===== config.mk =====
export PLATFORM = sky130hd
export DESIGN_NAME = exc_seq
export DESIGN_NICKNAME = d
export VERILOG_FILES = /design/src/rtl/exc_seq_pkg.sv /design/src/rtl/exc_seq.sv
export SDC_FILE = /design/constraint.sdc
export NUM_CORES = 1
export LEC_CHECK = 0
export ABC_AREA = 1
export CAP_MARGIN = 20
export CORE_MARGIN = 5
export CORE_UTILIZATION = 36
export CTS_BUF_LIST = sky130_fd_sc_hd__clkbuf_2
export DETAILED_ROUTE_END_ITERATION = 8
export PLACE_DENSITY = 0.88
export RECOVER_POWER = 25
export SETUP_SLACK_MARGIN = 0.2
export SYNTH_ARGS = -nofsm -noshare
export SYNTH_HDL_FRONTEND = slang
export SYNTH_SLANG_ARGS = --single-unit

===== constraint.sdc =====
create_clock -name clk -period 2.7 [get_ports clk]
set_input_delay 0.675 -clock clk [delete_from_list [all_inputs] [get_ports clk]]
set_output_delay 0.675 -clock clk [all_outputs]
set_load 0.01 [all_outputs]

===== src/rtl/exc_seq_pkg.sv =====
// Shared encodings for the exception sequencer and the memory-address mux:
// selector codes, cause codes, sequencer state encoding and small helpers.
package exc_seq_pkg;

    // Memory-address selector codes (also consumed by the address mux)
    localparam logic [2:0] SEL_PC     = 3'd0;
    localparam logic [2:0] SEL_ALUOUT = 3'd1;
    localparam logic [2:0] SEL_A      = 3'd2;
    localparam logic [2:0] SEL_B      = 3'd3;
    localparam logic [2:0] SEL_V253   = 3'd4;
    localparam logic [2:0] SEL_V254   = 3'd5;
    localparam logic [2:0] SEL_V255   = 3'd6;

    // Latched exception cause codes
    localparam logic [1:0] CAUSE_NONE   = 2'd0;
    localparam logic [1:0] CAUSE_OPCODE = 2'd1;
    localparam logic [1:0] CAUSE_OVF    = 2'd2;
    localparam logic [1:0] CAUSE_DIV0   = 2'd3;

    // Sequencer state encoding
    localparam logic [1:0] ST_IDLE = 2'd0;
    localparam logic [1:0] ST_SAVE = 2'd1;
    localparam logic [1:0] ST_WAIT = 2'd2;
    localparam logic [1:0] ST_LOAD = 2'd3;

    // Resolve simultaneous events: opcode beats overflow beats div0
    function automatic logic [1:0] pick_cause(input logic op, input logic ovf, input logic div0);
        logic [1:0] cause;
        cause = CAUSE_NONE;
        if (op)        cause = CAUSE_OPCODE;
        else if (ovf)  cause = CAUSE_OVF;
        else if (div0) cause = CAUSE_DIV0;
        return cause;
    endfunction

    // Vector slot selector belonging to a cause
    function automatic logic [2:0] cause_to_sel(input logic [1:0] cause);
        logic [2:0] sel;
        case (cause)
            CAUSE_OPCODE: sel = SEL_V253;
            CAUSE_OVF:    sel = SEL_V254;
            default:      sel = SEL_V255;
        endcase
        return sel;
    endfunction

endpackage


===== src/rtl/exc_seq.sv =====
// Exception sequencer: on an exception event it saves EPC, steers the
// memory-address mux to the vector slot for MEM_WAIT cycles, then loads the
// zero-extended handler byte into PC. Passes the control selector through
// while idle and raises busy to stall main control while sequencing.
module exc_seq
    import exc_seq_pkg::*;
#(
    parameter int MEM_WAIT = 2
) (
    input  logic        clk,
    input  logic        reset_n,
    input  logic        exc_opcode,
    input  logic        exc_overflow,
    input  logic        exc_div0,
    input  logic [2:0]  ctrl_mem_sel,
    input  logic [31:0] pc_in,
    input  logic [31:0] mem_rdata,
    output logic [2:0]  mem_sel,
    output logic        epc_wr,
    output logic [31:0] epc_value,
    output logic        pc_wr,
    output logic [31:0] pc_value,
    output logic [1:0]  exc_cause,
    output logic        busy
);

    localparam logic [3:0] WAIT_LOAD = 4'(MEM_WAIT - 1);

    logic [1:0] state_reg;
    logic [1:0] state_next;
    logic [3:0] cnt_reg;
    logic [3:0] cnt_next;
    logic [1:0] cause_reg;
    logic [1:0] cause_next;
    logic       exc_any;

    // Only the handler byte of the read data is used
    logic unused_rdata_hi;
    assign unused_rdata_hi = ^mem_rdata[31:8];

    assign exc_any = exc_opcode | exc_overflow | exc_div0;

    // Next-state, wait counter and cause latch; events only taken in IDLE
    always_comb begin
        state_next = state_reg;
        cnt_next   = cnt_reg;
        cause_next = cause_reg;
        case (state_reg)
            ST_IDLE: begin
                if (exc_any) begin
                    cause_next = pick_cause(exc_opcode, exc_overflow, exc_div0);
                    state_next = ST_SAVE;
                end
            end
            ST_SAVE: begin
                cnt_next   = WAIT_LOAD;
                state_next = ST_WAIT;
            end
            ST_WAIT: begin
                if (cnt_reg == 4'd0) state_next = ST_LOAD;
                else                 cnt_next   = cnt_reg - 4'd1;
            end
            default: begin
                state_next = ST_IDLE;
            end
        endcase
    end

    // State registers with asynchronous abort on reset
    always_ff @(posedge clk or negedge reset_n) begin
        if (!reset_n) begin
            state_reg <= ST_IDLE;
            cnt_reg   <= 4'd0;
            cause_reg <= CAUSE_NONE;
        end else begin
            state_reg <= state_next;
            cnt_reg   <= cnt_next;
            cause_reg <= cause_next;
        end
    end

    // Output decode: pass-through while idle, vector slot while busy
    always_comb begin
        mem_sel   = ctrl_mem_sel;
        epc_wr    = 1'b0;
        epc_value = 32'd0;
        pc_wr     = 1'b0;
        pc_value  = 32'd0;
        busy      = 1'b0;
        case (state_reg)
            ST_SAVE: begin
                busy      = 1'b1;
                mem_sel   = cause_to_sel(cause_reg);
                epc_wr    = 1'b1;
                epc_value = pc_in - 32'd4;
            end
            ST_WAIT: begin
                busy    = 1'b1;
                mem_sel = cause_to_sel(cause_reg);
            end
            ST_LOAD: begin
                busy     = 1'b1;
                mem_sel  = cause_to_sel(cause_reg);
                pc_wr    = 1'b1;
                pc_value = {24'd0, mem_rdata[7:0]};
            end
            default: begin
                mem_sel = ctrl_mem_sel;
            end
        endcase
    end

    assign exc_cause = cause_reg;

endmodule


; ---- Word level (Yosys, flattened, before mapping)
; Cells that the tools add are included.
[word_totals]
reg_bits = 8
in_bits = 72
output_inout_bits = 72
[op_classes]
add_sub_neg = 2
n_eq_ne = 8
mux = 15
n_bitwise = 2
reduce_logical = 7
[ops]
columns = cell, count
row1 = 2-to-1 mux 32 bit, 1
row2 = "subtractor 32 x 3 -> 32 bit, second input constant", 1
row3 = 2-to-1 mux 2 bit, 5
row4 = 2-to-1 mux 8 bit, 1
row5 = case mux 4 bit (2 select lines), 1
row6 = "equality test 2 bit, second input constant", 3
row7 = "!= test 2 bit, second input constant", 3
row8 = case mux 2 bit (3 select lines), 1
row9 = AND reduction 2 bit, 3
row10 = "equality test 2 x 1 -> 1 bit, second input constant", 2
row11 = zero test 4 bit, 1
row12 = 2-to-1 mux 4 bit, 1
row13 = case mux 2 bit (2 select lines), 1
row14 = "subtractor 4 x 1 -> 4 bit, second input constant", 1
row15 = 2-to-1 mux 1 bit, 3
row16 = 2-to-1 mux 3 bit, 1
row17 = OR reduction 3 bit, 1
row18 = zero test 2 bit, 1
row19 = bitwise OR 1 bit, 2
row20 = nonzero test 2 bit, 1

; ---- Longest topological paths before layout
; Gate-level depths: netlist of the first run.
[logic_depth]
depth_word = 4
ltp_mapped = 9
ltp_nobuf = 9

; ---- Least setup slack after synthesis of the first run
; No wires, ideal clock.
[synth_timing]
path_type = input to output
from = in pc_in[2]
to = out epc_value[24]
arrival_ps = 1670
slack_ps = 355
path_stages = 8
n_path_buf = 0
path_cell_list = inv_1 > ha_1 > inv_1 > nor2_2 > inv_1 > o21bai_1 > nand2_1 > nor2_1
[synth_via]
elab_chain_len = 2
[synth_lines]
columns = element, line_no
row1 = "start, declared", exc_seq.sv:16  ; input logic [31:0] pc_in,
row2 = subtractor 32 x 3 -> 32 bit, exc_seq.sv:95  ; epc_value = pc_in - 32'd4;
row3 = 2-to-1 mux 32 bit, exc_seq.sv:90  ; case (state_reg)
row4 = "end, declared", exc_seq.sv:20  ; output logic [31:0] epc_value,
; Every way passes these cells.

; ---- Worst setup path after layout of the first run
[layout_timing]
from = in pc_in[4]
to = out epc_value[12]
; Same word-level chain as after synthesis.

==> results of run 1 <==
[metal layers]
layer  wire length (um)  GRT usage, %  vias up  part of all wire, %
li1                   -             -     1211                    -
met1               2610          22.3     1199                   36
met2               3940          40.7      114                   54
met3                434          2.60       29                  5.9
met4                313          5.15        0                  4.3
met5                  0             0        -                    0
[worst min-delay path by stage]
stage	startpoint	endpoint	slack, ps	cells past startpoint
floorplan	reset_n	cnt_reg[0]	380	0
global placement	exc_cause[1]	exc_cause[1]	520	2
detailed placement	exc_cause[1]	exc_cause[1]	520	2
CTS	exc_cause[1]	exc_cause[1]	540	2
global route	exc_cause[1]	exc_cause[1]	580	2
finish	exc_cause[1]	exc_cause[1]	540	2
[area by class of cell]
class / instances / area share [%]
Sequential cell: 8 / 6.34
Multi-Input combinational cell: 264 / 50.7
Inverter: 43 / 5.35
Timing Repair Buffer: 139 / 34.5
Tap cell: 67 / 2.65
Clock buffer: 3 / 0.475
[power groups by stage]
stage | combinational, mW | sequential, mW | clock (mW)
final | 1.26 | 0.223 | 0.0718
after global routing | 1.38 | 0.232 | 0.0826
after CTS | 1.20 | 0.226 | 0.0730
after detailed placement | 1.20 | 0.224 | 0
after global placement | 1.16 | 0.221 | 0
after floorplan | 0.623 | 0.223 | 0
[cells by family after synthesis]
logic type / after synthesis / share of synthesized area, %
other: 1 / 0.215
and+or+nand+nor: 192 / 47.5
AOI/OAI and AO/OA: 31 / 9.92
xor gates and xnor gates: 8 / 4.03
buffers and inverters: 70 / 20.3
DFF: 8 / 11.5
adders and majority gates: 9 / 6.47
[cells in the mapped netlist]
library cell  number
ha_1               9
dfrtp_1            8
nor3_1             2
xnor2_1            1
nand3b_1           1
o21ai_1            3
or2_2              2
clkbuf_1           2
o31ai_1            1
o21a_1             1
buf_2              1
nand2_2            7
inv_2              1
nand4_1            5
nor2_1            77
conb_1             1
o21ai_0            9
inv_1             42
xor2_1             7
nand2_1           79
nor2_4             3
buf_4             24
nor2_2             8
nand3_1            7
nand3_4            1
a21oi_1           10
o21bai_1           3
o22ai_1            4
[tightest hold or removal path, stage by stage, from the launching register on]
cell     delay [ps]
dfrtp_1         380
o22ai_1          90
inv_1            50
[repair_timing]
action	CTS	global route
setup buffers	9	4
gates resized for setup	223	94
cloned	0	0
pin swaps	59	52
endpoints found under the setup margin	34	38
[stage by stage]
stage          power (mW)  hold WS (ps)  setup WS, ps
2_1_floorplan       0.846           379           355
3_3_place_gp         1.38           516          -565
3_5_place_dp         1.42           519          -638
4_1_cts              1.50           539           162
5_1_grt              1.69           583           109
6_report             1.55           543           159
==> run metrics, run 1 <==
I/O pins 144; Detailed Place HPWL 5.10 mm; RSZ-0062 raised after global routing yes; Worst Hold Class flip-flop to flip-flop; final WL 7.30 mm; PortBufs 95; RR Endpoint cnt_reg[0]; register area 200 um2; largest net degree at the start of global routing 19; area of the core 4720 um2; Worst path depth 8; Clock transition at path regs 80 ps; R2R depth 7; Top Family by Delay on Critical Path simple AND/OR/NAND/NOR gates; layout net count 540; Clock Latency Late Sink 240 ps; Initial Util 36.8%; Filler Cell Count 377; most common cell after layout, fill and taps aside nand2_1; Yosys reg bits 8; fmax 393 MHz; Peak VDD IR 0.000283 V; CP max stage cell nor2_4; Syn-to-layout area delta 81.5%; antenna-violating nets left 0; Synth top area share 17.0%; clock share of power 4.6%; Multi-input gate area 1600 um2; final RePlAce weighted congestion 0.885; CP max FO 3; CTS Sinks 8; hold_buf cts 0; CTS tree built; initial antenna violation count 0; Crit path required time 2030 ps; antenna diode count 0; most frequent cells in the layout nand2_1, nor2_1, buf_4, inv_1, buf_2; switching portion of total power 49.0%; crit-path max cell delay 190 ps; Int Power 792 uW; post-synth top area cell nand2_1; reg-to-reg slack, setup 1160 ps; syn_area_per_cell 5.46 um2; max reg flops 4; synthesized area 1740 um2; starting DRC count in detailed routing 149; die span in y 79.5 um; Clock Tree Root clkbuf_2; worst path buffer plus inverter count 2; Die Span X 79.5 um; final hold vios 0; full die area 6330 um2; Net Sw Power 762 uW; worst setup path start pc_in[4]; gr ovfl total 0; Worst EP arrival 1870 ps; Tmin final 2540 ps; Cell Area, Placed 2900 um2; kind of critical path primary input to output port; status complete, no violations; GRT Total Usage 20.5%; number of library cell types mapped by synthesis 28; RR Startpoint state_reg[1]; maximum clock path buffer count 2; design area 3160 um2; fin util 66.9%; vias after detailed routing 2553; setup TNS 0 ps; vias in the first global route 2400; CTS Buf Count 3; placed cells 508; DRC errors left 0; Setup Skew 8.08 ps; power per cell area 492 nW/um2; routed len/inst 13.9 um; Non-Filler Instances 524; ratio of cells with drive above 1 in the final layout 38.3%; Worst setup SP type primary input; register area share after synthesis 11.5%; sequential power share 14.3%; worst-path cell chain buf_2 -> nor2_4 -> nand2_4 -> nor2_4 -> nand2_2 -> xor2_1 -> nor2_1 -> buf_2; vias per cell 4.87; drt first pass iters 4; count of pins over their slew limit 0; top cells by area, synth nand2_1, nor2_1, dfrtp_1; # setup viols final 0; synth warn 0; Max Cap Viol 0; row cnt 25; Syn Inst Count 319; H-tree Lvls 1; global-route wire length before repair 10.7 mm; fin crit share 94.1%; CP Capture Point epc_value[12]; Worst setup EP type output port; combinational power share 81.0%; Leak Pwr 1.66 nW
(Power assumes the default switching activity.)
==> run 2: changes to the inputs <==
- CTS_CLUSTER_DIAMETER: unset -> 60
==> results of run 2 <==
No change in the layout: final DEF, timing and power equal those of run 1.
